File: config.mk
export PLATFORM = sky130hd
export DESIGN_NAME = pipe_ctrl
export DESIGN_NICKNAME = d
export VERILOG_FILES = /design/src/rtl/pipe_pkg.sv /design/src/rtl/hazard_cmp.sv /design/src/rtl/pipe_ctrl.sv
export SDC_FILE = /design/constraint.sdc
export NUM_CORES = 1
export LEC_CHECK = 0
export ABC_AREA = 1
export BUFFER_PORTS_ARGS = -buffer_cell sky130_fd_sc_hd__buf_4
export CORE_AREA = 2 2 80 74
export CTS_CLUSTER_SIZE = 10
export DETAILED_ROUTE_END_ITERATION = 6
export DIE_AREA = 0 0 82 76
export PLACE_DENSITY = 0.86
export SKIP_LAST_GASP = 1
export SLEW_MARGIN = 20
export SYNTH_ARGS = -nofsm -noshare
export SYNTH_HDL_FRONTEND = slang
export SYNTH_SLANG_ARGS = --single-unit
File: constraint.sdc
create_clock -name clk -period 2.6 [get_ports clk]
set_input_delay 0.52 -clock clk [delete_from_list [all_inputs] [get_ports clk]]
set_output_delay 0.52 -clock clk [all_outputs]
set_load 0.01 [all_outputs]
File: src/rtl/pipe_pkg.sv
// Shared definitions for the pipeline controller: state encoding, register
// address width and default sizing constants.
package pipe_pkg;

    localparam int REG_ADDR_W       = 6;
    localparam int CNT_W_DEF        = 16;
    localparam int DRAIN_CYCLES_DEF = 2;

    typedef enum logic [1:0] {
        ST_IDLE   = 2'd0,
        ST_RUN    = 2'd1,
        ST_DRAIN  = 2'd2,
        ST_HALTED = 2'd3
    } state_t;

endpackage

File: src/rtl/hazard_cmp.sv
// Checks one ID source address against the EX and WB destinations.
// Register 0 is compared like any other register.
module hazard_cmp
    import pipe_pkg::*;
(
    input  logic [REG_ADDR_W-1:0] addr_i,
    input  logic [REG_ADDR_W-1:0] ex_rd_i,
    input  logic                  ex_regwrt_i,
    input  logic [REG_ADDR_W-1:0] wb_rd_i,
    input  logic                  wb_regwrt_i,
    output logic                  hit_o
);

    assign hit_o = (ex_regwrt_i && (ex_rd_i == addr_i)) ||
                   (wb_regwrt_i && (wb_rd_i == addr_i));

endmodule

File: src/rtl/pipe_ctrl.sv
// Pipeline control FSM: hazard stalls, redirect flushes, orderly halt/drain
// and saturating stall/flush event counters.
module pipe_ctrl
    import pipe_pkg::*;
#(
    parameter int DRAIN_CYCLES = DRAIN_CYCLES_DEF,
    parameter int CNT_W        = CNT_W_DEF
) (
    input  logic                  clk,
    input  logic                  rst,
    input  logic                  start_i,
    input  logic                  halt_i,
    input  logic                  id_valid_i,
    input  logic [REG_ADDR_W-1:0] id_rs_i,
    input  logic [REG_ADDR_W-1:0] id_rt_i,
    input  logic                  id_use_rs_i,
    input  logic                  id_use_rt_i,
    input  logic [REG_ADDR_W-1:0] ex_rd_i,
    input  logic [REG_ADDR_W-1:0] wb_rd_i,
    input  logic                  ex_regwrt_i,
    input  logic                  wb_regwrt_i,
    input  logic                  ex_redirect_i,
    output logic                  pc_en_o,
    output logic                  ifid_en_o,
    output logic                  ifid_flush_o,
    output logic                  idex_bubble_o,
    output logic                  exwb_en_o,
    output logic [1:0]            state_o,
    output logic [CNT_W-1:0]      stall_cnt_o,
    output logic [CNT_W-1:0]      flush_cnt_o
);

    localparam int DRN_W = (DRAIN_CYCLES > 1) ? $clog2(DRAIN_CYCLES) : 1;
    localparam logic [DRN_W-1:0] DRN_LOAD = DRN_W'((DRAIN_CYCLES > 0) ? DRAIN_CYCLES - 1 : 0);

    state_t           r_state;
    logic [DRN_W-1:0] r_drain_cnt;
    logic [CNT_W-1:0] r_stall_cnt;
    logic [CNT_W-1:0] r_flush_cnt;

    logic w_rs_hit;
    logic w_rt_hit;
    logic w_raw;
    logic w_start_acc;
    logic w_stall_evt;
    logic w_flush_evt;

    hazard_cmp u_cmp_rs (
        .addr_i      (id_rs_i),
        .ex_rd_i     (ex_rd_i),
        .ex_regwrt_i (ex_regwrt_i),
        .wb_rd_i     (wb_rd_i),
        .wb_regwrt_i (wb_regwrt_i),
        .hit_o       (w_rs_hit)
    );

    hazard_cmp u_cmp_rt (
        .addr_i      (id_rt_i),
        .ex_rd_i     (ex_rd_i),
        .ex_regwrt_i (ex_regwrt_i),
        .wb_rd_i     (wb_rd_i),
        .wb_regwrt_i (wb_regwrt_i),
        .hit_o       (w_rt_hit)
    );

    assign w_raw       = id_valid_i && ((id_use_rs_i && w_rs_hit) || (id_use_rt_i && w_rt_hit));
    assign w_start_acc = start_i && ((r_state == ST_IDLE) || (r_state == ST_HALTED));

    // Mealy output decode; a redirect wins over a RAW stall, and halt kills the PC load
    always_comb begin
        pc_en_o       = 1'b0;
        ifid_en_o     = 1'b0;
        ifid_flush_o  = 1'b1;
        idex_bubble_o = 1'b1;
        exwb_en_o     = 1'b0;
        w_stall_evt   = 1'b0;
        w_flush_evt   = 1'b0;
        case (r_state)
            ST_RUN: begin
                exwb_en_o = 1'b1;
                if (ex_redirect_i) begin
                    pc_en_o       = ~halt_i;
                    ifid_en_o     = 1'b1;
                    ifid_flush_o  = 1'b1;
                    idex_bubble_o = 1'b1;
                    w_flush_evt   = 1'b1;
                end else if (w_raw) begin
                    pc_en_o       = 1'b0;
                    ifid_en_o     = 1'b0;
                    ifid_flush_o  = 1'b0;
                    idex_bubble_o = 1'b1;
                    w_stall_evt   = 1'b1;
                end else begin
                    pc_en_o       = ~halt_i;
                    ifid_en_o     = 1'b1;
                    ifid_flush_o  = 1'b0;
                    idex_bubble_o = 1'b0;
                end
            end
            ST_DRAIN: begin
                exwb_en_o = 1'b1;
            end
            default: begin
                exwb_en_o = 1'b0;
            end
        endcase
    end

    // Control FSM with drain countdown
    always_ff @(posedge clk or posedge rst) begin
        if (rst) begin
            r_state     <= ST_IDLE;
            r_drain_cnt <= '0;
        end else begin
            case (r_state)
                ST_IDLE, ST_HALTED: begin
                    if (start_i) begin
                        r_state <= ST_RUN;
                    end
                end
                ST_RUN: begin
                    if (halt_i) begin
                        r_state     <= ST_DRAIN;
                        r_drain_cnt <= DRN_LOAD;
                    end
                end
                ST_DRAIN: begin
                    if (r_drain_cnt == '0) begin
                        r_state <= ST_HALTED;
                    end else begin
                        r_drain_cnt <= r_drain_cnt - DRN_W'(1);
                    end
                end
                default: begin
                    r_state     <= ST_IDLE;
                    r_drain_cnt <= '0;
                end
            endcase
        end
    end

    // Saturating event counters, cleared when execution (re)starts
    always_ff @(posedge clk or posedge rst) begin
        if (rst) begin
            r_stall_cnt <= '0;
            r_flush_cnt <= '0;
        end else if (w_start_acc) begin
            r_stall_cnt <= '0;
            r_flush_cnt <= '0;
        end else begin
            if (w_stall_evt && !(&r_stall_cnt)) begin
                r_stall_cnt <= r_stall_cnt + CNT_W'(1);
            end
            if (w_flush_evt && !(&r_flush_cnt)) begin
                r_flush_cnt <= r_flush_cnt + CNT_W'(1);
            end
        end
    end

    assign state_o     = r_state;
    assign stall_cnt_o = r_stall_cnt;
    assign flush_cnt_o = r_flush_cnt;

endmodule

# Word level (Yosys, flattened, before mapping)
# Index checks and enable logic that the tools add are counted.
[op_classes]
addsub = 3
n_eq_ne = 10
muxes = 26
n_bitwise = 1
reduce_logical = 26
[op_table]
columns = ["cell", "n"]
rows = [
  ["$mux W16", 4],
  ["$add A16 B1 Y16 const B", 2],
  ["$reduce_and A16 Y1", 2],
  ["$eq A6 B6 Y1", 4],
  ["$mux W1", 17],
  ["$logic_and A1 B1 Y1", 10],
  ["$mux W2", 3],
  ["$ne A2 B2 Y1 const B", 3],
  ["$pmux W2 S3", 1],
  ["$reduce_bool A2 Y1", 3],
  ["$eq A2 B2 Y1 const B", 2],
  ["$logic_or A1 B1 Y1", 4],
  ["$reduce_or A2 Y1", 2],
  ["$reduce_and A3 Y1", 1],
  ["$eq A2 B1 Y1 const B", 1],
  ["$logic_not A1 Y1", 2],
  ["$logic_not A2 Y1", 1],
  ["$pmux W1 S2", 1],
  ["$reduce_and A2 Y1", 1],
  ["$not A1 Y1", 1],
  ["$sub A1 B1 Y1 const B", 1],
]
[word_totals]
reg_bits = 35
inputBits = 34
out_inout_bits = 39

# Depth between registers and ports, before layout
[depth]
ltp_word = 12
ltp_mapped = 15
ltp_nobuf = 14

# Cells and area by module
# A second synthesis with hierarchy kept.
[hier_totals]
cells_unflattened = 477
area_unflattened_um2 = 2876.5
[modules_own_cells]
columns = ["module", "n_inst", "cells_per_inst", "area_each_um2"]
rows = [
  ["pipe_ctrl", 1, 355, 2373.5],
  ["hazard_cmp", 2, 61, 251.5],
]

# Worst setup path after synthesis
# No wires, ideal clock.
[synth_path]
path_kind = "input to output"
from = "input port wb_rd_i[3]"
to = "output port idex_bubble_o"
arrival_time_ns = 1.422
required_time_ns = 2.080
slack_ns = 0.658
cell_stages = 13
path_cell_list = "inv_1 nand2_1 nand2_1 inv_1 nand2_1 nor2_1 nand2_1 nand2_1 nand2_1 nand2_1 nand2_1 nand2_1 or2_2"
[synth_between]
elab_chain_len = 9
[synth_lines]
columns = ["item", "line_no", "source"]
rows = [
  ["from (decl)", "pipe_ctrl.sv:19", "input logic [REG_ADDR_W-1:0] wb_rd_i,"],
  ["$eq A6 B6 Y1", "hazard_cmp.sv:15", "(wb_regwrt_i && (wb_rd_i == addr_i));"],
  ["$logic_and A1 B1 Y1", "hazard_cmp.sv:15", ""],
  ["$logic_or A1 B1 Y1", "hazard_cmp.sv:14", "assign hit_o = (ex_regwrt_i && (ex_rd_i == addr_i)) ||"],
  ["$logic_and A1 B1 Y1", "pipe_ctrl.sv:66", "assign w_raw = id_valid_i && ((id_use_rs_i && w_rs_hit) || (id_use_rt_i && w_rt_hit));"],
  ["$logic_or A1 B1 Y1 *", "pipe_ctrl.sv:66", ""],
  ["$logic_and A1 B1 Y1 *", "pipe_ctrl.sv:66", ""],
  ["$mux W1 *", "pipe_ctrl.sv:87", "end else if (w_raw) begin"],
  ["$mux W1 *", "pipe_ctrl.sv:81", "if (ex_redirect_i) begin"],
  ["$mux W1 *", "pipe_ctrl.sv:78", "case (r_state)"],
  ["to (decl)", "pipe_ctrl.sv:26", "output logic idex_bubble_o,"],
]
# Mark *: on every way between the ends. The rest lies on a longest branch, timed or not.

# Worst setup path after layout
# Same ends and word-level chain as after synthesis.

==> results.md <==
- In the final layout, the share of cells above drive strength 1 is 19.8%.
- After routing the design area is 3310 sq um.
- The leakage power figure is between 1.5 and 2 nW.
- Using the TritonRoute via totals, the vias-per-cell ratio works out to 5.07.
- The launching point of the worst reg2reg path is stall_cnt_o[0]$_DFFE_PP0P_.
- The floorplan step defined a core boundary enclosing between 5000 and 6000 sq um.
- Detailed placement ended at an HPWL of 5.02 mm.
- The number of setup buffers added after CTS is 0.
- The number of warning messages in the yosys log is 0.
- In the post-synthesis netlist, the cell with the most instances is sky130_fd_sc_hd__nand2_1.
- The cell at the root of the clock tree is sky130_fd_sc_hd__clkbuf_8.
- The number of primary I/O pins is 73.
- The launching element of the worst setup path is wb_rd_i[3].
- The number of synthesized flops with an enable pin is 0.
- CTS saw 35 sinks.
- No sink is reached through more buffers than the 2 on the longest clock path.
- The average cell area after synthesis is 6.45 sq um.
- The most used flip-flop cell after synthesis is sky130_fd_sc_hd__dfrtp_1.
- In this run the tool buffered the top-level ports with 72 buffer cells.
- The endpoint type of the worst setup path is a primary output.
- The antenna cell count is 0.
- The area after detailed placement is 3220 sq um.
- The largest clock skew in the final design is around 0.0099 ns.
- The count of final max-slew check failures is 0.
- The sequential cell area fraction in the yosys report is between 30% and 40%.
- CTS built an H-tree with a depth of 2.
- The count of routing violations after the opening detailed-route iteration is roughly 180.
- The number of gates resized after cts is 0.
- On the worst path, the slowest cell contributes a delay of 0.28 ns.
- The post-synthesis to final-layout area growth is 26.5%.
- The final hold slack is 0.333 ns.
- TritonCTS built the clock tree.
- The power density over the cells is 600 nW/um^2.
- For the pin with the worst max-slew slack, the measured transition is 0.682 ns.
- The largest total area in the synthesized netlist belongs to sky130_fd_sc_hd__dfrtp_1.
- The number of antenna violations at the first check in global routing is 0.
- Counting flops and latches in the post-synthesis netlist gives 35.
- The first-pass GRT wire length is 11.5 mm.
- For this run, design rule violations remaining after detail routing come to 0.
- The worst setup path category is in2out.
- Setup repair after global routing left no endpoint under its margin.
- The clock input transition at the sequential cells of the worst setup and hold paths is around 0.070 ns.
- Among all stages on the critical path, the largest delay is contributed by sky130_fd_sc_hd__or2_2.
- The number of routed nets with antenna violations is 0.
- The flow ran to the end, and the final reports show no timing, DRC or antenna violations.
- The shortest period the worst path allows is 2.27 ns.
- Synthesis produced a netlist whose cell count is 405.
- In this run the core area contains 26 standard-cell rows.
- The total via count in the routed design is 2784.
- The summed instance area of the synthesized netlist is 2610 sq um.
- The number of nets in the final layout is 518.
- The class of the worst hold path is in2async.
- In the global route stage, overall resource usage came out at 22.9%.
- When the netlist entered floorplanning its net count stood at 444.
- The clock latency reported for the late side of the worst-skew pair is 0.29 ns.
- In the final routed layout, each cell accounts on average for 12.1 um.
- In this run, post-CTS hold repair placed 0 buffers.
- The final design utilization is 60.5%.
- Adding up every negative setup slack in the final design gives 0 ns.
- The number of global-route vias before repair was 2634.
- The data required time of the worst path is 2.08 ns.
- The signal on the critical path passes through buf_4 -> inv_1 -> nand2_1 -> nand2_1 -> inv_1 -> nand2_1 -> nor2_1 -> nand2_1 -> nand2_1 -> nand2_1 -> nand2_1 -> nand2_1 -> nand2_1 -> or2_2 -> buf_4.
- For this run, asynchronously set or reset flops after synthesis account for 100%.
- The final wirelength is 6.62 mm.
- The overall die width is 82 um.
- The proportion of netlist area held by the largest area contributor is approximately 34%.
- The cell that appears most often on the critical path is sky130_fd_sc_hd__nand2_1.
- The placer congestion estimate is 0.892.
- The type of origin of the critical path is an input port.
- The maximum number of pins on one net before global-route repair is 36.
- Sorting the synthesized cells by area gives the leading types as sky130_fd_sc_hd__dfrtp_1, sky130_fd_sc_hd__nand2_1, sky130_fd_sc_hd__inv_1.
- The commonest cells after synthesis are sky130_fd_sc_hd__nand2_1, sky130_fd_sc_hd__inv_1, sky130_fd_sc_hd__nor2_1.
- The die extent in y is ~76 um.
- The worst IR drop on VDD is 0.507 mV.
- The tool flagged a number of max-cap violations equal to 0.
- The number of iterations in the first detailed-routing pass is 4.
- The die covers about 6200 sq um.
- The number of different library cells used by synthesis comes to 32.
- The maximum clock frequency is 0.441 GHz.
- Setup violations remaining at the end of the flow were counted as 0.
- The tightest slew margin relative to the limit is 54.5%.
- The overall overflow remaining after global route is 0.
- Along the worst path, the maximum fanout reaches 3.
- The starting density of the core is 47.8%.
- In the finished design, the share of the clock period the worst path needs comes to 87.3%.
- The number of endpoints with negative hold slack in the final report is 0.
- The data arrival time of the critical path is 1.75 ns.
- The TritonCTS buffer count is 5.
worst max-delay path, delay by kind of cell:
| kind | cells | cell delay, ns |
|---|---|---|
| buffers and inverters | 4 | 0.37 |
| and+or+nand+nor | 11 | 0.87 |
cell usage in the layout, fill, tap and decap left out:
master / n
sky130_fd_sc_hd__a211oi_1: 1
sky130_fd_sc_hd__a21oi_1: 13
sky130_fd_sc_hd__a31oi_1: 1
sky130_fd_sc_hd__and3_1: 1
sky130_fd_sc_hd__buf_4: 75
sky130_fd_sc_hd__clkbuf_8: 6
sky130_fd_sc_hd__clkinv_2: 1
sky130_fd_sc_hd__dfrtp_1: 35
sky130_fd_sc_hd__ha_1: 5
sky130_fd_sc_hd__inv_1: 61
sky130_fd_sc_hd__inv_2: 3
sky130_fd_sc_hd__nand2_1: 133
sky130_fd_sc_hd__nand2_4: 1
sky130_fd_sc_hd__nand3_1: 34
sky130_fd_sc_hd__nand3_4: 1
sky130_fd_sc_hd__nand4_1: 10
sky130_fd_sc_hd__nand4_2: 1
sky130_fd_sc_hd__nor2_1: 39
sky130_fd_sc_hd__nor2_2: 1
sky130_fd_sc_hd__nor3_1: 10
sky130_fd_sc_hd__nor3_2: 3
sky130_fd_sc_hd__nor4_1: 2
sky130_fd_sc_hd__o21a_1: 2
sky130_fd_sc_hd__o21ai_0: 17
sky130_fd_sc_hd__o21ai_1: 1
sky130_fd_sc_hd__o21bai_1: 1
sky130_fd_sc_hd__o221ai_1: 1
sky130_fd_sc_hd__or2_1: 1
sky130_fd_sc_hd__or2_2: 3
sky130_fd_sc_hd__xnor2_1: 5
sky130_fd_sc_hd__xor2_1: 11
state kept, by name, indices dropped and copies added, names as in the netlist:
register and count:
flush_cnt_o 16, state_o 2, stall_cnt_o 16, r_drain_cnt 1
worst paths after layout:
kind	end	slack [ns]	depth (start not counted)
max	idex_bubble_o	0.33	15
min	stall_cnt_o[7]$_DFFE_PP0P_	0.33	3
max reg2reg	stall_cnt_o[15]$_DFFE_PP0P_	0.55	10
min reg2reg	r_drain_cnt$_DFFE_PP0P_	0.51	2
max in group asynchronous	state_o[1]$_DFFE_PP0P_	1.95	3
min in group clk	r_drain_cnt$_DFFE_PP0P_	0.51	2
kinds of logic (layout without fill, tap and decap cells):
kind of cell,count (synthesis),in the layout,synth area share [%]
adder cells (fa/ha/maj),5,5,2.39
flip-flops,35,35,33.5
buffers and inverters,72,146,10.9
XOR/XNOR,16,16,5.36
AO/OA/AOI/OAI,37,37,7.66
AND/OR/NAND/NOR,240,240,40.2
final cells by class:
class	instances	area [sq um]
Sequential cell	35	876
Multi-Input combinational cell	298	1450
Clock buffer	6	82.6
Inverter	64	240
Timing Repair Buffer	75	563
Clock inverter	1	5.00
Tap cell	70	87.6
Fill cell	523	2160
metrics by stage:
step	std cells	setup slack [ns]	power, W
final	549	0.330	0.00199
after global routing	549	0.100	0.00214
after CTS	549	0.331	0.00201
after detailed placement	542	0.337	0.00160
after global placement	542	0.337	0.00157
after floorplan	405	0.658	0.00127
per-layer routing:
metal | wire length (um) | vias up | track usage [%] | share of wire, %
met5 | 0 | - | 0 | 0
met4 | 68 | 0 | 6.67 | 1.0
met3 | 389 | 6 | 3.79 | 5.9
met2 | 3200 | 88 | 38.6 | 48
met1 | 2960 | 1265 | 29.9 | 45
li1 | - | 1425 | - | -
where the power goes:
group | total (W) | internal (W) | leakage, nW | switching (W)
clock network | 0.000402 | 0.000208 | 0.0470 | 0.000194
logic | 0.000876 | 0.000342 | 1.30 | 0.000533
registers | 0.000708 | 0.000618 | 0.478 | 0.0000892
total | 0.00199 | 0.00117 | 1.82 | 0.000817
(Power assumes the default switching activity.)
